### config.mk
export PLATFORM = sky130hd
export DESIGN_NAME = fetch_sequencer
export DESIGN_NICKNAME = d
export VERILOG_FILES = /design/src/rtl/core_pkg.sv /design/src/rtl/jump_lut.sv /design/src/rtl/fetch_sequencer.sv
export SDC_FILE = /design/constraint.sdc
export NUM_CORES = 1
export LEC_CHECK = 0
export ABC_AREA = 1
export BUFFER_PORTS_ARGS = -buffer_cell sky130_fd_sc_hd__buf_2
export CAP_MARGIN = 25
export CORE_ASPECT_RATIO = 0.75
export CORE_MARGIN = 3
export CORE_UTILIZATION = 55
export CTS_BUF_LIST = sky130_fd_sc_hd__clkbuf_4
export CTS_CLUSTER_SIZE = 30
export DETAILED_ROUTE_END_ITERATION = 8
export GPL_TIMING_DRIVEN = 1
export PLACE_DENSITY = 0.92
export SETUP_SLACK_MARGIN = 0.1
export SYNTH_ARGS = -nofsm -noshare
export SYNTH_HDL_FRONTEND = slang
export SYNTH_SLANG_ARGS = --single-unit
### constraint.sdc
create_clock -name Clk -period 2 [get_ports Clk]
set_input_delay 0.2 -clock Clk [delete_from_list [all_inputs] [get_ports Clk]]
set_output_delay 0.2 -clock Clk [all_outputs]
set_load 0.1 [all_outputs]
### src/rtl/core_pkg.sv
// Shared definitions for the 9-bit core: sequencer states,
// default fetch geometry and decoder constants.
package core_pkg;

  typedef enum logic [2:0] {
    IDLE,
    ARMED,
    RUN,
    STALL,
    HALT
  } seq_state_t;

  localparam int PC_W_D       = 10;
  localparam int LUT_AW_D     = 6;
  localparam int START_ADDR_D = 0;
  localparam int CNT_W_D      = 16;

  localparam logic [8:0] OP_HALT = 9'h1FF;

endpackage

### src/rtl/jump_lut.sv
// Branch target ROM. The image is produced from the program's
// memory file at build time and handed in as INIT.
module jump_lut
  import core_pkg::*;
#(
  parameter int PC_W   = PC_W_D,
  parameter int LUT_AW = LUT_AW_D,
  parameter logic [(2**LUT_AW)*PC_W-1:0] INIT = '0
) (
  input  logic [LUT_AW-1:0] i_addr,
  output logic [PC_W-1:0]   o_target
);

  assign o_target = INIT[int'(i_addr)*PC_W +: PC_W];

endmodule

### src/rtl/fetch_sequencer.sv
// Fetch sequencer: PC owner, Start/Done handshake, stall
// stretching, commit gating and LUT-based branch resolution.
module fetch_sequencer
  import core_pkg::*;
#(
  parameter int PC_W       = PC_W_D,
  parameter int LUT_AW     = LUT_AW_D,
  parameter int START_ADDR = START_ADDR_D,
  parameter int CNT_W      = CNT_W_D,
  parameter logic [(2**LUT_AW)*PC_W-1:0] LUT_INIT = '0
) (
  input  logic             Clk,
  input  logic             Reset_n,
  input  logic             Start,
  input  logic             StallIn,
  input  logic             JenIn,
  input  logic [7:0]       Jptr,
  input  logic             BranchTaken,
  input  logic             DoneIn,
  output logic [PC_W-1:0]  ProgCtr,
  output logic             CommitEn,
  output logic             Phase,
  output logic             Busy,
  output logic             Finished,
  output logic [CNT_W-1:0] CycleCnt
);

  localparam logic [PC_W-1:0]  START_PC = PC_W'(START_ADDR);
  localparam logic [CNT_W-1:0] CNT_MAX  = '1;

  seq_state_t       r_state;
  seq_state_t       w_next;
  logic [PC_W-1:0]  r_pc;
  logic [PC_W-1:0]  w_pc_nxt;
  logic [PC_W-1:0]  w_target;
  logic             r_fin;
  logic             w_fin_nxt;
  logic [CNT_W-1:0] r_cnt;
  logic [CNT_W-1:0] w_cnt_nxt;
  logic             w_load;
  logic             w_commit;
  logic             w_busy;

  jump_lut #(
    .PC_W   (PC_W),
    .LUT_AW (LUT_AW),
    .INIT   (LUT_INIT)
  ) u_lut (
    .i_addr   (Jptr[LUT_AW-1:0]),
    .o_target (w_target)
  );

  generate
    if (LUT_AW < 8) begin : g_jptr_hi
      logic w_unused_jptr;
      assign w_unused_jptr = ^Jptr[7:LUT_AW];
    end
  endgenerate

  always_comb begin
    w_next    = r_state;
    w_pc_nxt  = r_pc;
    w_fin_nxt = r_fin;
    w_load    = 1'b0;
    w_commit  = 1'b0;
    unique case (r_state)
      IDLE: begin
        if (Start) begin
          w_next = ARMED;
          w_load = 1'b1;
        end
      end
      ARMED: begin
        if (Start) w_load = 1'b1;
        else       w_next = RUN;
      end
      RUN: begin
        if (Start) begin
          w_next = ARMED;
          w_load = 1'b1;
        end else if (DoneIn) begin
          w_next    = HALT;
          w_fin_nxt = 1'b1;
        end else if (StallIn) begin
          w_next = STALL;
        end else begin
          w_commit = 1'b1;
          w_pc_nxt = (JenIn && BranchTaken) ? w_target
                                            : r_pc + 1'b1;
        end
      end
      STALL: begin
        // restart during the second cycle drops its commit
        if (Start) begin
          w_next = ARMED;
          w_load = 1'b1;
        end else begin
          w_next   = RUN;
          w_commit = 1'b1;
          w_pc_nxt = r_pc + 1'b1;
        end
      end
      HALT: begin
        if (Start) begin
          w_next = ARMED;
          w_load = 1'b1;
        end
      end
      default: w_next = IDLE;
    endcase
    if (w_load) begin
      w_pc_nxt  = START_PC;
      w_fin_nxt = 1'b0;
    end
  end

  assign w_busy = (r_state == RUN) || (r_state == STALL);

  always_comb begin
    w_cnt_nxt = r_cnt;
    if (w_load)
      w_cnt_nxt = '0;
    else if (w_busy && (r_cnt != CNT_MAX))
      w_cnt_nxt = r_cnt + 1'b1;
  end

  always_ff @(posedge Clk or negedge Reset_n) begin
    if (!Reset_n) begin
      r_state <= IDLE;
      r_pc    <= START_PC;
      r_fin   <= 1'b0;
      r_cnt   <= '0;
    end else begin
      r_state <= w_next;
      r_pc    <= w_pc_nxt;
      r_fin   <= w_fin_nxt;
      r_cnt   <= w_cnt_nxt;
    end
  end

  assign ProgCtr  = r_pc;
  assign CommitEn = w_commit;
  assign Phase    = (r_state == STALL);
  assign Busy     = w_busy;
  assign Finished = r_fin;
  assign CycleCnt = r_cnt;

endmodule

Word level (Yosys, flattened, before mapping)
Index checks and enable logic that the tools add are counted.
{"block": "op_classes", "n_shift": 1, "reduce_logical": 13, "mul": 1, "muxes": 27, "bitwise": 0, "eq_ne": 13, "n_div": 0, "add_sub_neg": 2, "magnitude_cmp": 0}
{"cell": "640-bit by 32-bit variable part select with 10-bit output (first input constant)", "n": 1}
{"cell": "10-bit two-way mux", "n": 6}
{"cell": "16-bit two-way mux", "n": 2}
{"cell": "10-bit case mux with 2 select lines", "n": 1}
{"cell": "16-bit by 1-bit adder with 16-bit output (second input constant)", "n": 1}
{"cell": "16-bit inequality test (second input constant)", "n": 1}
{"cell": "3-bit two-way mux", "n": 5}
{"cell": "3-bit case mux with 4 select lines", "n": 1}
{"cell": "10-bit by 1-bit adder with 10-bit output (second input constant)", "n": 1}
{"cell": "1-bit two-way mux", "n": 10}
{"cell": "6-bit by 3-bit multiplier with 9-bit output (second input constant)", "n": 1}
{"cell": "3-bit inequality test (second input constant)", "n": 3}
{"cell": "3-bit by 2-bit == test with 1-bit output (second input constant)", "n": 2}
{"cell": "3-bit AND reduction", "n": 2}
{"cell": "2-bit nonzero test", "n": 3}
{"cell": "5-bit AND reduction", "n": 1}
{"cell": "5-bit OR reduction", "n": 1}
{"cell": "2-bit by 1-bit inequality test with 1-bit output (second input constant)", "n": 2}
{"cell": "4-bit inequality test (second input constant)", "n": 1}
{"cell": "3-bit by 1-bit == test with 1-bit output (second input constant)", "n": 1}
{"cell": "3-bit == test (second input constant)", "n": 1}
{"cell": "3-bit zero test", "n": 1}
{"cell": "3-bit by 2-bit inequality test with 1-bit output (second input constant)", "n": 1}
{"cell": "3-bit nonzero test", "n": 1}
{"cell": "other kinds (6)", "n": 7}
{"block": "word_totals", "reg_bits": 30, "ramBits": 0, "rom_bits": 0, "latchBits": 0, "mem_count": 0, "out_inout_bits": 30}

Logic depth before layout (Yosys ltp)
{"block": "logic_depth", "ltp_word": 8, "mapped_depth": 11}

Cells and area by module
From an unflattened synthesis, not the netlist that was laid out.
{"block": "unflattened", "cells_unflattened": 299, "area_unflattened_um2": 2026.9}
{"mod": "fetch_sequencer", "area_per_inst_um2": 1948.1, "cells_each": 288, "seq_area_each_um2": 750.7, "instances": 1}
{"mod": "jump_lut", "area_per_inst_um2": 78.8, "cells_each": 11, "seq_area_each_um2": 0.0, "instances": 1}

Least setup slack after synthesis
No wires, ideal clock.
{"block": "synth_path", "path_type": "reg2out", "startpoint": "reg r_state[2]", "endpoint": "out CommitEn", "t_required_ns": 1.800, "path_stages_with_launch": 6, "setup_slack_ns": -1.688, "arrival_time_ns": 3.488, "cell_sequence": "dfrtp_1 inv_1 nand2_2 inv_1 nand2_1 o21ai_0"}
{"block": "synth_between", "elab_chain_len": 2, "elab_cells_between_ends": 3, "cone_classes": "eq/ne: 2; mux: 1"}
{"item": "start, declared", "line_no": "fetch_sequencer.sv:31", "rtl": "seq_state_t r_state;"}
{"item": "start signal, assigned", "line_no": "fetch_sequencer.sv:134", "rtl": "r_state <= w_next;"}
{"item": "3-bit by 2-bit == test with 1-bit output", "line_no": "fetch_sequencer.sv:66", "rtl": "unique case (r_state)"}
{"item": "1-bit case mux with 2 select lines (*)", "line_no": "fetch_sequencer.sv:66"}
{"item": "end, declared", "line_no": "fetch_sequencer.sv:21", "rtl": "output logic CommitEn,"}
Every way passes the cells marked *; elsewhere a longest branch is shown, timed or not.

Final worst setup path
Same ends and word-level chain as after synthesis.

==> run_results.csv <==
group,metric,value,unit
run_status,status,"finished clean",
sta,drv_slew,0,
sta,fin_worst_skew,4.98,ps
route,vias,1878,
worst_hold_path,hp-class,"input port to flip-flop",
grt,antenna_found_initial,0,
floorplanning,die-area,4100,sq um
synthesis,yosysTopAreaCell,"dfrtp_1",
synthesis,synth_top_area_share,40.6,%
synthesis,syn_area_per_cell,6.93,sq um
critical_path,worstSetupPathType,"flip-flop to primary output",
synthesis,muxShareOfSynthArea,0,%
power_and_ir_drop,p_leak,1.10,nW
grt,grt_first_pass_wirelength,7480,um
floorplanning,initial_utilization,60.0,%
sta,hold_violations,0,
synthesis,ys_top_cells_by_area,"dfrtp_1, nand2_1, nor2_1, nand4_1, inv_1",
clock_network,cts_root_buffer,"clkbuf_4",
clock_network,htree_levels,2,
critical_path,crit_required,1800,ps
critical_path,crit_path_end_kind,"primary output",
synthesis,synth_xor_area_share,2.84,%
route,firstDrtPassIters,4,
power_and_ir_drop,power_density,879,nW/um^2
job,maxCapViolations,0,
clock_network,cts_tree,"built",
critical_path,worstSetupStartpointType,"flip-flop",
floorplanning,die_x,73.0,um
synthesis,ys.flop_type,"dfrtp_1",
synthesis,synth_edf_count,0,
sta,tightest_slew,652,ps
critical_path,worstPathCellList,"inv_2, nand2_4, nor2_4, nand2_1, nor2_2, nand2_2, o21ai_4, buf_12",
layout,fill_cells,263,
layout,area_growth,20.4,%
layout,final_core_util,72.3,%
layout,finalNetCount,330,
sta,max_slew_margin,56.5,%
clock_network,clock-sinks,30,
route,wl_per_cell,12.0,um
route,routed_via_density,5.34,
synthesis,ys_top_cells_by_count,"nand2_1, nor2_1, dfrtp_1",
clock_network,clkLatencyLatePin,340,ps
power_and_ir_drop,finalPower,1.96,mW
sta,rsz0062_at_grt,"false",
sta,fin_crit,1810,ps
floorplanning,die_h,56.2,um
route,wl,4230,um
synthesis,netlist_instances,267,
placement,place_congestion,1.01,
grt,grt_overflow,0,
placement,portBuffers,36,
critical_path,crit_arrival,1610,ps
route,drcViolationCount,0,
critical_path,crit_fanout,5,
sta,whs,141,ps
synthesis,netlist_area,1850,sq um
sta,setup_violations,0,
synthesis,async_reset_ff_share,100,%
placement,hpwl,3080,um
synthesis,syn_nets,284,
grt,grt_pass1_vias,1758,
route,drtIter0Drc,126,
grt,grt_max_degree,31,
layout,insertedDiodeCount,0,
critical_path,cpPeakStageDelay,400,ps
clock_network,cts.reportedPaths.clkPinSlew,90,ps
floorplanning,rows,17,
layout,layout-drive-gt1-share,26.1,%
power_and_ir_drop,vdd_drop_max,780,uV
placement,dpl_cell_area,2140,sq um
route,drtAntennaViolNets,0,
synthesis,synth_top_family_by_area,"simple AND/OR/NAND/NOR gates",
synthesis,synth_warnings,0,
clock_network,numCtsBuffers,5,
sta,fin_crit_sh,90.6,%
synthesis,synth_compound_area_share,7.30,%
layout,final_area,2230,sq um
critical_path,cp_slowest_cell,"dfrtp_1",
synthesis,synth_adder_area_share,1.35,%
synthesis,synth_most_common_cell,"nand2_1",
synthesis,ys_ff_latch,30,
floorplanning,coreArea,3080,sq um
synthesis,synthDistinctLibCells,26,
floorplanning,ioPinCount,45,
grt,track_usage,22.9,%
synthesis,yosysSeqAreaShare,40.6,%
sta,setup_ws,188,ps
sta,fmax,0.552,GHz
synthesis,synth-simple-area-share,41.2,%
placement,pre_cts_ws,290,ps
clock_network,clock_path_buffers,2,
[logic make-up (layout without fill, tap and decap cells)]
logic type | count (synthesis) | count (layout)
adder cells (fa/ha/maj) | 2 | 2
flip-flops | 30 | 30
buffers and inverters | 30 | 77
XOR/XNOR | 6 | 6
AND/OR/NAND/NOR | 175 | 175
AO/OA/AOI/OAI | 24 | 24
[routing by layer]
| layer | vias to the layer above | routed length [um] | track usage (%) |
|---|---|---|---|
| li1 | 951 | - | - |
| met1 | 851 | 1980 | 30.0 |
| met2 | 64 | 1890 | 35.0 |
| met3 | 12 | 278 | 7.40 |
| met4 | 0 | 74 | 8.42 |
| met5 | - | 0 | 0 |
[final timing paths]
kind / from / end / slack (ps) / depth (start not counted)
min: DoneIn / r_state[2] / 140 / 3
max: r_state[2] / CommitEn / 190 / 8
max reg2reg: CycleCnt[0] / CycleCnt[13] / 260 / 9
min reg2reg: Finished / Finished / 520 / 2
min in group asynchronous: Reset_n / CycleCnt[3] / 410 / 2
max in group asynchronous: Reset_n / CycleCnt[0] / 1110 / 2
[layout make-up]
| type | count | area (sq um) | area share [%] |
|---|---|---|---|
| tap | 38 | 47.5 | 2.13 |
| clock buffer | 5 | 37.5 | 1.68 |
| sequential | 30 | 774 | 34.8 |
| clock inverter | 3 | 11.3 | 0.505 |
| timing repair buffer | 43 | 250 | 11.2 |
| multi-input combinational | 207 | 1010 | 45.1 |
| inverter | 26 | 101 | 4.55 |
[layout by cell type, fill, tap and decap left out, drive strengths merged]
cell type and instances:
nand2 98, buf 42, nor2 42, dfrtp 30
inv 25, nand4 16, o21ai 13, nand3 12
xor2 6, a21oi 5, clkbuf 5, nor3 4
o21bai 4, clkinv 3, ha 2, clkinvlp 1
o21a 1, o211ai 1, nor3b 1, or2 1
nand3b 1, dlygate4sd3 1
[power by group]
group | switching, mW | leakage, nW | internal (mW)
clock network | 0.217 | 0.0277 | 0.125
logic | 0.686 | 0.683 | 0.198
registers | 0.0659 | 0.389 | 0.667
total | 0.969 | 1.10 | 0.990
[state kept, by name, indices dropped and copies added (netlist names)]
| name | cells |
|---|---|
| CycleCnt | 16 |
| Finished | 1 |
| r_state | 3 |
| ProgCtr | 10 |
[per-stage QoR]
step	TNS (ps)	std cells
2_1_floorplan	-54.6	267
6_report	0	352
4_1_cts	0	350
5_1_grt	0	352
3_3_place_gp	0	341
3_5_place_dp	0	341
[worst max-delay path, delay by kind of cell (launching register included)]
kind	cells	cell delay, ps
flops	1	400
simple gates	5	520
buf+inv	2	270
compound gates	1	70
[repair_timing]
| item | CTS | global route |
|---|---|---|
| gates resized for setup | 2 | 4 |
| pin swaps | 0 | 1 |
| gates cloned | 0 | 0 |
| buffers inserted | 0 | 2 |
| hold endpoints to repair | 30 | 0 |
| endpoints found under the setup margin | 1 | 1 |
| hold buffers | 1 | 0 |
Power figures use the tool's default switching activity.
